### config.mk
export PLATFORM = sky130hd
export DESIGN_NAME = vga_plot_arbiter
export DESIGN_NICKNAME = d
export VERILOG_FILES = /design/src/rtl/vga_plot_arbiter.sv
export SDC_FILE = /design/constraint.sdc
export NUM_CORES = 1
export LEC_CHECK = 0
export BUFFER_PORTS_ARGS = -buffer_cell sky130_fd_sc_hd__buf_2
export CAP_MARGIN = 15
export CORE_MARGIN = 1
export CORE_UTILIZATION = 34
export CTS_CLUSTER_SIZE = 14
export DETAILED_ROUTE_END_ITERATION = 16
export PLACE_DENSITY = 0.62
export SYNTH_ARGS = -nofsm -noshare
export SYNTH_HDL_FRONTEND = slang
export SYNTH_SLANG_ARGS = --single-unit
### constraint.sdc
create_clock -name CLOCK_50 -period 9.3 [get_ports CLOCK_50]
set_input_delay 1.86 -clock CLOCK_50 [delete_from_list [all_inputs] [get_ports CLOCK_50]]
set_output_delay 1.86 -clock CLOCK_50 [all_outputs]
set_load 0.03 [all_outputs]
### src/rtl/vga_plot_arbiter.sv
// Round-robin arbiter sharing one VGA adapter pixel-write port among NREQ producers,
// with a built-in engine that fills the whole frame with BG_COLOR one pixel per cycle.
module vga_plot_arbiter #(
  parameter int NREQ        = 3,
  parameter int X_MAX       = 160,
  parameter int Y_MAX       = 120,
  parameter int COLOR_DEPTH = 9,
  parameter logic [COLOR_DEPTH-1:0] BG_COLOR = '0
) (
  input  logic                        CLOCK_50,
  input  logic                        reset,
  input  logic [NREQ-1:0]             req,
  input  logic [NREQ*8-1:0]           req_x,
  input  logic [NREQ*7-1:0]           req_y,
  input  logic [NREQ*COLOR_DEPTH-1:0] req_color,
  output logic [NREQ-1:0]             gnt,
  input  logic                        clear_start,
  output logic                        clear_busy,
  output logic                        clear_done,
  output logic [7:0]                  VGA_x,
  output logic [6:0]                  VGA_y,
  output logic [COLOR_DEPTH-1:0]      VGA_color,
  output logic                        VGA_write,
  output logic                        dbg_state_o
);

  localparam int PW = (NREQ > 1) ? $clog2(NREQ) : 1;
  localparam logic [PW-1:0] P_LAST   = PW'(NREQ - 1);
  localparam logic [7:0]    X_LAST   = 8'(X_MAX - 1);
  localparam logic [6:0]    Y_LAST   = 7'(Y_MAX - 1);
  localparam bit            ONE_PIX  = (X_MAX == 1) && (Y_MAX == 1);

  typedef enum logic {S_IDLE = 1'b0, S_CLEAR = 1'b1} state_t;

  state_t                   state_q;
  logic [PW-1:0]            ptr_q, ptr_d;
  logic [7:0]               cx_q, cx_d;
  logic [6:0]               cy_q, cy_d;
  logic [PW-1:0]            gnt_idx;
  logic                     found;
  logic [7:0]               sel_x;
  logic [6:0]               sel_y;
  logic [COLOR_DEPTH-1:0]   sel_c;

  assign dbg_state_o = (state_q == S_CLEAR);

  // Search starts at the pointer and wraps; clear_start steals the cycle from requesters.
  always_comb begin
    logic [PW:0] s;
    gnt     = '0;
    gnt_idx = '0;
    found   = 1'b0;
    s       = '0;
    if (!reset && state_q == S_IDLE && !clear_start) begin
      for (int k = 0; k < NREQ; k++) begin
        s = {1'b0, ptr_q} + (PW+1)'(k);
        if (s >= (PW+1)'(NREQ)) s = s - (PW+1)'(NREQ);
        if (!found && req[s[PW-1:0]]) begin
          found        = 1'b1;
          gnt_idx      = s[PW-1:0];
          gnt[s[PW-1:0]] = 1'b1;
        end
      end
    end
  end

  always_comb begin
    sel_x = '0;
    sel_y = '0;
    sel_c = '0;
    for (int i = 0; i < NREQ; i++) begin
      if (gnt[i]) begin
        sel_x = req_x[8*i +: 8];
        sel_y = req_y[7*i +: 7];
        sel_c = req_color[COLOR_DEPTH*i +: COLOR_DEPTH];
      end
    end
    ptr_d = (gnt_idx == P_LAST) ? '0 : gnt_idx + PW'(1);
    if (cx_q == X_LAST) begin
      cx_d = '0;
      cy_d = cy_q + 7'd1;
    end else begin
      cx_d = cx_q + 8'd1;
      cy_d = cy_q;
    end
  end

  // Counters hold the pixel currently on the VGA outputs during a sweep.
  always_ff @(posedge CLOCK_50 or posedge reset) begin
    if (reset) begin
      state_q    <= S_IDLE;
      ptr_q      <= '0;
      cx_q       <= '0;
      cy_q       <= '0;
      VGA_x      <= '0;
      VGA_y      <= '0;
      VGA_color  <= '0;
      VGA_write  <= 1'b0;
      clear_busy <= 1'b0;
      clear_done <= 1'b0;
    end else begin
      case (state_q)
        S_IDLE: begin
          if (clear_start) begin
            state_q    <= S_CLEAR;
            cx_q       <= '0;
            cy_q       <= '0;
            VGA_x      <= '0;
            VGA_y      <= '0;
            VGA_color  <= BG_COLOR;
            VGA_write  <= 1'b1;
            clear_busy <= 1'b1;
            clear_done <= ONE_PIX;
          end else if (found) begin
            VGA_x      <= sel_x;
            VGA_y      <= sel_y;
            VGA_color  <= sel_c;
            VGA_write  <= 1'b1;
            ptr_q      <= ptr_d;
            clear_done <= 1'b0;
          end else begin
            VGA_write  <= 1'b0;
            clear_done <= 1'b0;
          end
        end
        S_CLEAR: begin
          if (cx_q == X_LAST && cy_q == Y_LAST) begin
            state_q    <= S_IDLE;
            VGA_write  <= 1'b0;
            clear_busy <= 1'b0;
            clear_done <= 1'b0;
          end else begin
            cx_q       <= cx_d;
            cy_q       <= cy_d;
            VGA_x      <= cx_d;
            VGA_y      <= cy_d;
            VGA_color  <= BG_COLOR;
            VGA_write  <= 1'b1;
            clear_done <= (cx_d == X_LAST) && (cy_d == Y_LAST);
          end
        end
        default: state_q <= S_IDLE;
      endcase
    end
  end

endmodule

**Word-level counts from Yosys, hierarchy flattened**

Index checks and enable logic that the tools add are counted.

- Register bits after elaboration: 45
- Input port bits: 78
- Output and inout bits: 31

- $add $sub $neg: 8
- $lt $le $gt $ge: 9
- Eq/ne operators: 9
- Mux-type cells: 73
- Bitwise logic cells: 4
- Reduce and logical (&&, ||, !) cells: 17

Operators by type and width:

| operator | count |
|---|---|
| 8-bit 2-to-1 mux | 8 |
| 7-bit 2-to-1 mux | 8 |
| 9-bit 2-to-1 mux | 6 |
| 8-bit one-hot mux with 2 select lines | 2 |
| 7-bit one-hot mux with 2 select lines | 2 |
| 2-bit 2-to-1 mux | 11 |
| 1-bit 2-to-1 mux | 19 |
| 3-bit 2-to-1 mux | 6 |
| 9-bit one-hot mux with 2 select lines | 1 |
| 8-bit equality test (second input constant) | 2 |
| 7-bit equality test (second input constant) | 2 |
| 1-bit logical AND | 9 |
| 2-bit by 3-bit less-than comparator with 1-bit output (second input constant) | 3 |
| 8-bit by 1-bit adder with 8-bit output (second input constant) | 1 |
| 1-bit one-hot mux with 2 select lines | 4 |
| 7-bit by 1-bit adder with 7-bit output (second input constant) | 1 |
| 1-bit binary-select mux with 2-bit select | 3 |
| 1-bit demux with 2-bit select | 3 |
| 2-bit by 1-bit >= comparator with 1-bit output (second input constant) | 3 |
| 3-bit by 2-bit >= comparator with 1-bit output (second input constant) | 2 |
| 3-bit OR | 2 |
| 2-bit AND reduction | 3 |
| 2-bit subtractor (second input constant) | 3 |
| 1-bit logical NOT | 4 |
| other kinds (10) | 12 |

**Logic depth before layout (Yosys ltp)**

Gate-level depths: netlist of run 1.

- Word-level depth: 22
- Mapped depth: 12
- Depth with buffers taken out: 10

**Worst setup path before layout of run 1**

OpenSTA, ideal clock, no wires.

- Kind: input port to output port
- From: input port reset
- To: output port gnt[2]
- Data arrival time: 4.093 ns
- Data required time: 7.440 ns
- Path slack: 3.347 ns
- Cell stages on the path: 6
- Buffers on the path: 2
- Cells stage by stage: inv_1 -> nand2_2 -> or2_1 -> clkbuf_1 -> inv_2 -> clkbuf_1

- Cells in the longest elaborated chain, start to end: 4

Ends and longest elaborated chain:

| what | RTL line | source |
|---|---|---|
| from (decl) | 11 | `input logic reset,` |
| 1-bit logical NOT (no line) | n/a |  |
| 1-bit logical AND (2 in a row) | 54 | `if (!reset && state_q == S_IDLE && !clear_start) begin` |
| 3-bit 2-to-1 mux | 54 |  |
| to (decl) | 16 | `output logic [NREQ-1:0] gnt,` |

Every way passes these cells.

**Final worst setup path of run 1**

- From: input port req[2]
- To: output port gnt[2]

- Cells in the longest elaborated chain, start to end: 12
- Elaborated cells on any way between the ends: 22
- Classes of those cells: 16 x mux; 2 x bitwise; 4 x reduce/logical

Ends and longest elaborated chain:

| what | RTL line | source |
|---|---|---|
| from (decl) | 12 | `input logic [NREQ-1:0] req,` |
| 1-bit binary-select mux with 2-bit select | 58 | `if (!found && req[s[PW-1:0]]) begin` |
| 1-bit 2-to-1 mux (implied by the code) | 58 |  |
| 1-bit 2-to-1 mux | 58 |  |
| 1-bit 2-to-1 mux | 54 |  |
| 1-bit logical NOT | 58 |  |
| 1-bit logical AND | 58 |  |
| 1-bit 2-to-1 mux | 58 |  |
| 1-bit 2-to-1 mux | 54 |  |
| 1-bit logical NOT | 58 |  |
| 1-bit logical AND | 58 |  |
| 3-bit 2-to-1 mux * | 58 |  |
| 3-bit 2-to-1 mux * | 54 |  |

Every way passes the cells marked *; elsewhere a longest branch is shown, timed or not. The select of a mux whose other input is x is not followed.

==> results of run 1 <==
[registers in the layout, summed over array words and instances, names as in the netlist, 2 cells and up]
signal and flops:
VGA_x 8, cy_q 7, VGA_color 9, cx_q 8
ptr_q 2, VGA_y 7
[power by group]
part           switching, mW  internal (mW)  total, mW  leakage, nW
combinational          0.130         0.0871      0.217         1.10
sequential            0.0406          0.231      0.272        0.564
clock                 0.0751         0.0535      0.129       0.0445
[logic make-up (layout without fill, tap and decap cells)]
family / Yosys count / in the layout
multiplexers: 4 / 4
buffers and inverters: 40 / 134
adder cells (fa/ha/maj): 9 / 9
flip-flops: 45 / 45
XOR/XNOR: 11 / 11
AO/OA/AOI/OAI: 136 / 136
AND/OR/NAND/NOR: 118 / 118
[final cells by class]
cell class / instances / area, sq um / area share
clock inverters: 3 / 21.3 / 0.00570
multi-input cells: 278 / 1750 / 0.470
well taps: 108 / 135 / 0.0362
repair buffers: 112 / 571 / 0.153
clock buffers: 5 / 68.8 / 0.0185
flip-flops and latches: 45 / 1130 / 0.302
inverters: 14 / 53.8 / 0.0144
[per-stage QoR]
step | total power, mW | hold slack (ns)
global route | 0.649 | 0.545
CTS | 0.618 | 0.511
detailed placement | 0.490 | 0.485
global placement | 0.484 | 0.484
finish | 0.617 | 0.505
floorplan | 0.421 | 0.485
[final timing paths]
path,start,end,cells past startpoint
setup / recovery,req[2],gnt[2],8
hold / removal,VGA_x[7],VGA_x[7],2
setup reg to reg,cx_q[0],VGA_y[6],10
hold reg to reg,VGA_x[7],VGA_x[7],2
max in group asynchronous,reset,VGA_y[4],3
min in group asynchronous,reset,VGA_color[2],3
[cell usage in the layout (no fill, tap or decap), types with 4 or more instances in the layout]
cell type | synthesis | layout
buf_2 | 4 | 108
dfrtp_1 | 45 | 45
nand2_1 | 43 | 43
o21ai_0 | 32 | 32
a21oi_1 | 29 | 29
nor2_1 | 25 | 25
a221oi_1 | 19 | 19
inv_1 | 11 | 10
a211oi_1 | 10 | 10
nor3_1 | 8 | 8
o21ai_1 | 7 | 7
ha_1 | 7 | 7
xnor2_1 | 6 | 6
nand2b_1 | 6 | 6
nand3_1 | 6 | 6
xor2_1 | 5 | 5
a31oi_1 | 5 | 5
clkbuf_8 | 0 | 5
o21a_1 | 4 | 4
mux2i_1 | 4 | 4
buf_4 | 4 | 4
[critical path: stages]
cell and delay, ns:
buf_2 0.17, or3b_1 0.39, o32ai_1 0.19, a32oi_1 0.09, buf_4 0.19, or2_1 0.29
inv_2 0.21, buf_2 0.24
[routing by layer]
layer / wire [um] / global-route usage / vias up
met5: 0 / 0 / -
met4: 172 / 0.0551 / 0
met3: 474 / 0.0347 / 13
met2: 4430 / 0.322 / 112
met1: 4160 / 0.261 / 1476
li1: - / - / 1525
==> qor.yml, run 1 <==
finish:
  fillCellCount: 882
  final_nets: 541
  instances_no_fill: 565
  stdcell_area_sq_um: 3730
  area_growth_pct: 22.2
  n_antenna_cell: 0
  drive_above_1_share: 0.295
  final_util: 0.428
route:
  via_per_inst: 5.53
  drtIter0Drc: 194
  wl_per_cell_um: 16.4
  firstDrtPassIters: 5
  ant_nets: 0
  routed_wl_mm: 9.24
  vias: 3126
  drc: 0
worst_setup_path:
  r2r_setup_slack_ns: 5.54
  crit_type: "in2out"
  crit_arrival_ns: 3.63
  end_kind: "output port"
  cp_max_fo: 12
  crit_path_start_kind: "input pin"
  cp.required_ns: 7.44
placed_design:
  post-dp-hpwl_mm: 6.76
  placed_cells: 557
  gp_congestion: 0.865
  placed_area_sq_um: 3640
  portBuffers: 108
  dp_slack_ns: 3.81
power_and_ir_drop:
  p_per_area_nw_per_um2: 165
  leakage_nw: 1.70
  max-vdd-ir-drop_mv: 0.0659
synth:
  avgSynthCellArea_sq_um: 8.41
  yosysTopAreaCellShare: 0.369
  synth_top_family_by_area: "compound AO/OA/AOI/OAI gates"
  ys_seq_area_frac: 0.369
  synthMuxAreaShare: 0.0131
  synth_most_common_cell: "dfrtp_1"
  synthSimpleGateAreaFrac: 0.196
  synth-xor-area-share: 0.0316
  synth-edff-count: 0
  synth_compound_area_frac: 0.298
  syn_area_sq_um: 3050
  yosys_warnings: 0
  syn_nets: 448
  synth_cells: 363
  ys_types: 61
  synth_adder_area_share: 0.0357
  yosys.area.top_type: "dfrtp_1"
  synth_commonest_cells: "45 x dfrtp_1, 43 x nand2_1, 32 x o21ai_0"
  async_flop_share: 1.00
  synth_ff_type: "dfrtp_1"
  ys_seq_elements: 45
  synth.area.top_cells: "dfrtp_1 37%, a221oi_1 5.5%, nand2_1 5.3%"
min_path:
  hold_class: "reg2reg"
floorplan:
  fp.dieW_um: 96.7
  die_area_sq_um: 9360
  fp-row-count: 34
  coreArea_sq_um: 8720
  die_height_um: 96.7
  start_util: 0.350
  num_io_pins: 109
clock_tree:
  clockRootBuffer: "clkbuf_8"
  cts_setup_buffers: 0
  clk_path_buf_depth: 2
  ctsResizeCount: 0
  cts_hold_buf: 0
  path_clk_slew_ns: 0.10
  cts-buffers-inserted: 5
  clock_latency_ns: 0.31
  numClockSinks: 45
  htree_levels: 2
  cts_tree: "built"
timing:
  finalHoldViolations: 0
  slew_headroom: 0.329
  setup_viol: 0
  max_freq_mhz: 182
  worstMarginPinSlew_ns: 1.01
  period_needed_ns: 5.49
  fin_ws_ns: 3.81
  finalMaxSlewViolations: 0
  tns_ns: 0
  grt_setup_unrepaired: "no"
  period_share: 0.590
  fin_skew_ns: 0.0115
flow_run:
  drv_cap: 0
grt:
  gr-total-overflow: 0
  antenna_found_initial: 0
  grt_max_degree: 47
  grt_pass1_vias: 3039
  grt_usage: 0.195
  grt_pass1_wl_mm: 14.9
status:
  status: "complete, no violations"
Note: power is estimated with default switching activity, not from simulation.
==> run 2, diff against run 1 <==
--- a/config.mk
+++ b/config.mk
@@ -5,6 +5,7 @@
 export SDC_FILE = /design/constraint.sdc
 export NUM_CORES = 1
 export LEC_CHECK = 0
+export ABC_AREA = 1
 export BUFFER_PORTS_ARGS = -buffer_cell sky130_fd_sc_hd__buf_2
 export CAP_MARGIN = 15
 export CORE_MARGIN = 1
==> constraint.sdc (replaced) <==
create_clock -name CLOCK_50 -period 5.6 [get_ports CLOCK_50]
set_input_delay 1.12 -clock CLOCK_50 [delete_from_list [all_inputs] [get_ports CLOCK_50]]
set_output_delay 1.12 -clock CLOCK_50 [all_outputs]
set_load 0.03 [all_outputs]
==> run 2 against run 1 <==
  * Count of clock-buffer cells in the layout is 1 higher
  * Highest routed layer unchanged
  * Clock skew is 0.0080 ns lower
  * Non-clock buffer count is 1 lower
  * Critical endpoint is now gnt[1]
  * First-iteration DRC count is 31% lower
==> qor.yml, run 2 <==
timing:
  tns_ns: 0
  max_freq_mhz: 244
  fin_ws_ns: 1.50
  fin_skew_ns: 0.00344
  period_needed_ns: 4.10
  finalMaxSlewViolations: 0
  finalHoldViolations: 0
  period_share: 0.732
  worstMarginPinSlew_ns: 0.934
  setup_viol: 0
  slew_headroom: 0.376
  grt_setup_unrepaired: "no"
clock_tree:
  clock_latency_ns: 0.30
  numClockSinks: 45
  cts-buffers-inserted: 5
  clk_path_buf_depth: 2
  cts_hold_buf: 0
  ctsResizeCount: 0
  path_clk_slew_ns: 0.08
  cts_setup_buffers: 0
  clockRootBuffer: "clkbuf_8"
  cts_tree: "built"
  htree_levels: 2
finish:
  area_growth_pct: 21.1
  top_regs: "VGA_color x9, VGA_x x8, cx_q x8"
  top_register: "VGA_color"
  drive_above_1_share: 0.260
  final_nets: 643
  final_cell_mix: "124 x nand2_1, 108 x buf_2, 84 x nand3_1, 46 x inv_1, 45 x dfrtp_1"
  final_common_cell: "nand2_1"
  fillCellCount: 928
  n_antenna_cell: 0
  largest_reg_flops: 9
min_path:
  hold_class: "reg2reg"
  min_to: "VGA_x[0]"
  hold_start: "VGA_x[0]"
  hold_depth: 2
worst_setup_path:
  end_kind: "output port"
  r2r_end: "VGA_y[2]"
  crit_arrival_ns: 2.98
  r2r_cells: 10
  cp.required_ns: 4.48
  crit_start: "clear_start"
  cp_max_fo: 27
  timing.rr.start: "dbg_state_o"
  crit_type: "in2out"
  r2r_setup_slack_ns: 2.82
  crit_path_start_kind: "input pin"
grt:
  grt_pass1_vias: 3114
  antenna_found_initial: 0
  gr-total-overflow: 0
  grt_pass1_wl_mm: 14.5
  grt_max_degree: 46
  grt_usage: 0.185
synth:
  syn_nets: 542
  synth_most_common_cell: "nand2_1"
  synth-edff-count: 0
  avgSynthCellArea_sq_um: 6.96
  ys_seq_elements: 45
  yosys_warnings: 0
  synth_commonest_cells: "124 x nand2_1, 84 x nand3_1, 47 x inv_1"
  synth.area.top_cells: "dfrtp_1 35%, nand2_1 15%, nand3_1 13%"
  yosysTopAreaCellShare: 0.354
  async_flop_share: 1.00
  ys_seq_area_frac: 0.354
  ys_types: 36
  yosys.area.top_type: "dfrtp_1"
  synth_cells: 457
  synth_ff_type: "dfrtp_1"
  syn_area_sq_um: 3180
route:
  wl_per_cell_um: 13.4
  vias: 3329
  via_per_inst: 5.00
  ant_nets: 0
  drtIter0Drc: 134
  drc: 0
  firstDrtPassIters: 5
  routed_wl_mm: 8.93
floorplan:
  fp.dieW_um: 98.7
  die_height_um: 98.7
  num_io_pins: 109
  coreArea_sq_um: 8890
  start_util: 0.358
  fp-row-count: 34
  die_area_sq_um: 9750
power_and_ir_drop:
  p_int_mw: 0.725
  leakage_nw: 2.20
  switching_power_mw: 0.669
  p_per_area_nw_per_um2: 362
  swShare: 0.480
  p_clk_frac: 0.152
  max-vdd-ir-drop_mv: 0.219
  comb_power_share: 0.501
  p_seq_frac: 0.347
placed_design:
  gp_congestion: 0.855
  portBuffers: 108
  dp_slack_ns: 1.52
  post-dp-hpwl_mm: 6.76
flow_run:
  drv_cap: 0
status:
  status: "complete, no violations"
-- run 2: cell types whose count changed after synthesis, sizes merged, moves of 10 or more --
cell	change
a211oi	-10
a21oi	-11
a221oi	-19
clkbuf	-12
inv	+38
nand2	+84
nand3	+81
-- run 2: layout make-up --
| cell class | instances | area [sq um] | area share |
|---|---|---|---|
| multi-input combinational | 340 | 1730 | 0.449 |
| clock buffer | 6 | 82.6 | 0.0214 |
| inverter | 55 | 208 | 0.0539 |
| clock inverter | 1 | 7.51 | 0.00195 |
| tap | 108 | 135 | 0.0351 |
| sequential | 45 | 1130 | 0.292 |
| timing repair buffer | 111 | 563 | 0.146 |
-- run 2: stage by stage --
| step | power, mW | hold WS, ns | area, sq um | utilization | instances |
|---|---|---|---|---|---|
| 2_1_floorplan | 0.993 | 0.500 | 3180 | - | 457 |
| 3_3_place_gp | 1.16 | 0.504 | 3760 | 0.423 | 659 |
| 3_5_place_dp | 1.18 | 0.508 | 3760 | 0.423 | 659 |
| 4_1_cts | 1.39 | 0.532 | 3850 | 0.433 | 666 |
| 5_1_grt | 1.50 | 0.551 | 3850 | 0.433 | 666 |
| 6_report | 1.39 | 0.525 | 3850 | 0.433 | 666 |
-- run 2: power by group through the flow --
stage	Combinational (mW)	Clock, mW	Sequential (mW)
6_report	0.698	0.212	0.484
5_1_grt	0.772	0.227	0.497
4_1_cts	0.694	0.217	0.483
3_5_place_dp	0.693	0	0.488
3_3_place_gp	0.674	0	0.486
2_1_floorplan	0.425	0	0.568
-- run 2: how the worst max path moves through the flow --
stage,to,depth (start not counted)
2_1_floorplan,gnt[2],6
4_1_cts,gnt[1],8
6_report,gnt[1],8
3_5_place_dp,gnt[1],8
3_3_place_gp,gnt[1],8
5_1_grt,gnt[1],8
-- run 2: cell families after synthesis --
kind of cell | count (synthesis) | share of synthesized area
XOR/XNOR | 6 | 0.0165
flip-flops | 45 | 0.354
buffers and inverters | 72 | 0.102
adder cells (fa/ha/maj) | 7 | 0.0275
AO/OA/AOI/OAI | 58 | 0.102
AND/OR/NAND/NOR | 269 | 0.398
-- run 2: routing by layer --
layer | global-route usage | part of all wire | vias to the layer above
met1 | 0.234 | 0.46 | 1510
met2 | 0.321 | 0.48 | 103
met3 | 0.0418 | 0.057 | 15
li1 | - | - | 1701
met5 | 0 | 0 | -
met4 | 0.0459 | 0.011 | 0
-- run 2: worst max-delay path, cell delays in order --
cell      delay (ns)
buf_2           0.09
nor2_1          0.04
buf_4           0.20
nand2_1         0.18
clkinv_1        0.41
nand2_4         0.39
clkinv_1        0.27
buf_2           0.25
==> run 3, diff against run 2 <==
==> constraint.sdc (replaced) <==
create_clock -name CLOCK_50 -period 4.21 [get_ports CLOCK_50]
set_input_delay 0.842 -clock CLOCK_50 [delete_from_list [all_inputs] [get_ports CLOCK_50]]
set_output_delay 0.842 -clock CLOCK_50 [all_outputs]
set_load 0.03 [all_outputs]
==> run 3 against run 2 <==
  * Combinational power grew 31%
  * Wire length fell by 1.9%
  * Sequential share of layout area decreased by 0.33 points
  * Sequential power increased by 33%
  * Via count decreased by 0.99%
  * Non-clock buffer count rose by 3
  * Final cell count up 0.60%
  * Clock power grew 58%
  * Total power is 36% higher
  * Critical path type is now reg2out
==> qor.yml, run 3 (synthesis results as in run 2) <==
min_path:
  hold_class: "reg2reg"
clock_tree:
  cts_tree: "built"
  cts_setup_buffers: 0
  path_clk_slew_ns: 0.09
  clk_path_buf_depth: 2
  cts-buffers-inserted: 5
  ctsResizeCount: 0
  clockRootBuffer: "clkbuf_8"
  htree_levels: 2
  numClockSinks: 45
  clock_latency_ns: 0.30
  cts_hold_buf: 0
floorplan:
  die_area_sq_um: 9750
  fp-row-count: 34
  start_util: 0.358
  num_io_pins: 109
  coreArea_sq_um: 8890
  fp.dieW_um: 98.7
  die_height_um: 98.7
timing:
  fin_ws_ns: 0.773
  slew_headroom: 0.436
  max_freq_mhz: 291
  finalMaxSlewViolations: 0
  whs_ns: 0.525
  grt_setup_unrepaired: "no"
  setup_viol: 0
  tns_ns: 0
  period_needed_ns: 3.44
  finalHoldViolations: 0
  fin_skew_ns: 0.00978
  worstMarginPinSlew_ns: 0.845
  period_share: 0.816
finish:
  stdcell_area_sq_um: 3900
  n_antenna_cell: 0
  area_growth_pct: 22.5
  top_regs: "VGA_color x9, VGA_x x8, cx_q x8"
  final_nets: 646
  instances_no_fill: 670
  top_register: "VGA_color"
  final_common_cell: "nand2_1"
  drive_above_1_share: 0.263
  final_cell_mix: "124 x nand2_1, 108 x buf_2, 84 x nand3_1, 46 x inv_1, 45 x dfrtp_1"
  final_util: 0.438
  largest_reg_flops: 9
grt:
  grt_util_met2: 0.317
  grt_usage: 0.183
  grt_pass1_vias: 3109
  grt_max_degree: 46
  gr-total-overflow: 0
  busiest_layer: "met2"
  grtUsageMet3: 0.0369
  grt_pass1_wl_mm: 14.6
  antenna_found_initial: 0
  met1_usage: 0.238
power_and_ir_drop:
  comb_power_share: 0.484
  p_int_mw: 1.01
  leakage_nw: 2.22
  power_mw: 1.89
  p_clk_frac: 0.176
  p_seq_frac: 0.339
  swShare: 0.464
  max-vdd-ir-drop_mv: 0.242
  switching_power_mw: 0.879
  p_per_area_nw_per_um2: 486
placed_design:
  post-dp-hpwl_mm: 6.77
  portBuffers: 108
  placed_cells: 662
  placed_area_sq_um: 3790
  gp_congestion: 0.887
  dp_slack_ns: 0.854
route:
  vias: 3296
  wl_per_cell_um: 13.1
  firstDrtPassIters: 5
  routed_wl_mm: 8.76
  ant_nets: 0
  via_per_inst: 4.92
  drc: 0
  drtIter0Drc: 144
worst_setup_path:
  r2r_setup_slack_ns: 1.53
  cp_max_fo: 16
  crit_type: "reg2out"
  cp.required_ns: 3.37
  crit_path_start_kind: "flop"
  end_kind: "output port"
  crit_arrival_ns: 2.59
flow_run:
  drv_cap: 0
status:
  status: "complete, no violations"
[run 3: cell count changes in the layout (fill, tap and decap cells not counted)]
cell,before,now
clkbuf_8,6,5
clkinv_4,0,1
bufinv_16,0,1
buf_4,3,6
clkinvlp_4,1,0
clkbuf_1,0,1
[run 3: final timing paths]
check,start,endpoint,cells after the start
setup / recovery,dbg_state_o,gnt[2],7
hold / removal,clear_busy,clear_busy,2
setup reg to reg,ptr_q[0],VGA_y[5],13
hold reg to reg,clear_busy,clear_busy,2
max in group asynchronous,reset,cx_q[3],3
min in group asynchronous,reset,dbg_state_o,3
[run 3: power groups by stage]
stage | combinational, mW | sequential, mW | clock, mW
finish | 0.916 | 0.642 | 0.334
global route | 1.03 | 0.658 | 0.355
CTS | 0.923 | 0.644 | 0.344
detailed placement | 0.921 | 0.650 | 0
global placement | 0.900 | 0.647 | 0
floorplan | 0.566 | 0.756 | 0
[run 3: cell type report]
type                            count  area, sq um
Clock buffer                        6         72.6
Sequential cell                    45         1130
Inverter                           55          208
Multi-Input combinational cell    340         1730
Fill cell                         929         4990
Timing Repair Buffer              114          586
Clock inverter                      2         38.8
Tap cell                          108          135
[run 3: critical path: stages (launching register included)]
cell      delay, ns
dfrtp_1        0.67
nor2_1         0.08
buf_4          0.20
nand2_1        0.17
clkinv_1       0.39
nand2_1        0.23
clkinv_1       0.27
buf_2          0.28
[run 3: layer usage]
layer	wire, um	vias to the layer above
met3	588	7
met1	3870	1476
met2	4240	108
li1	-	1705
met5	0	-
met4	61	0
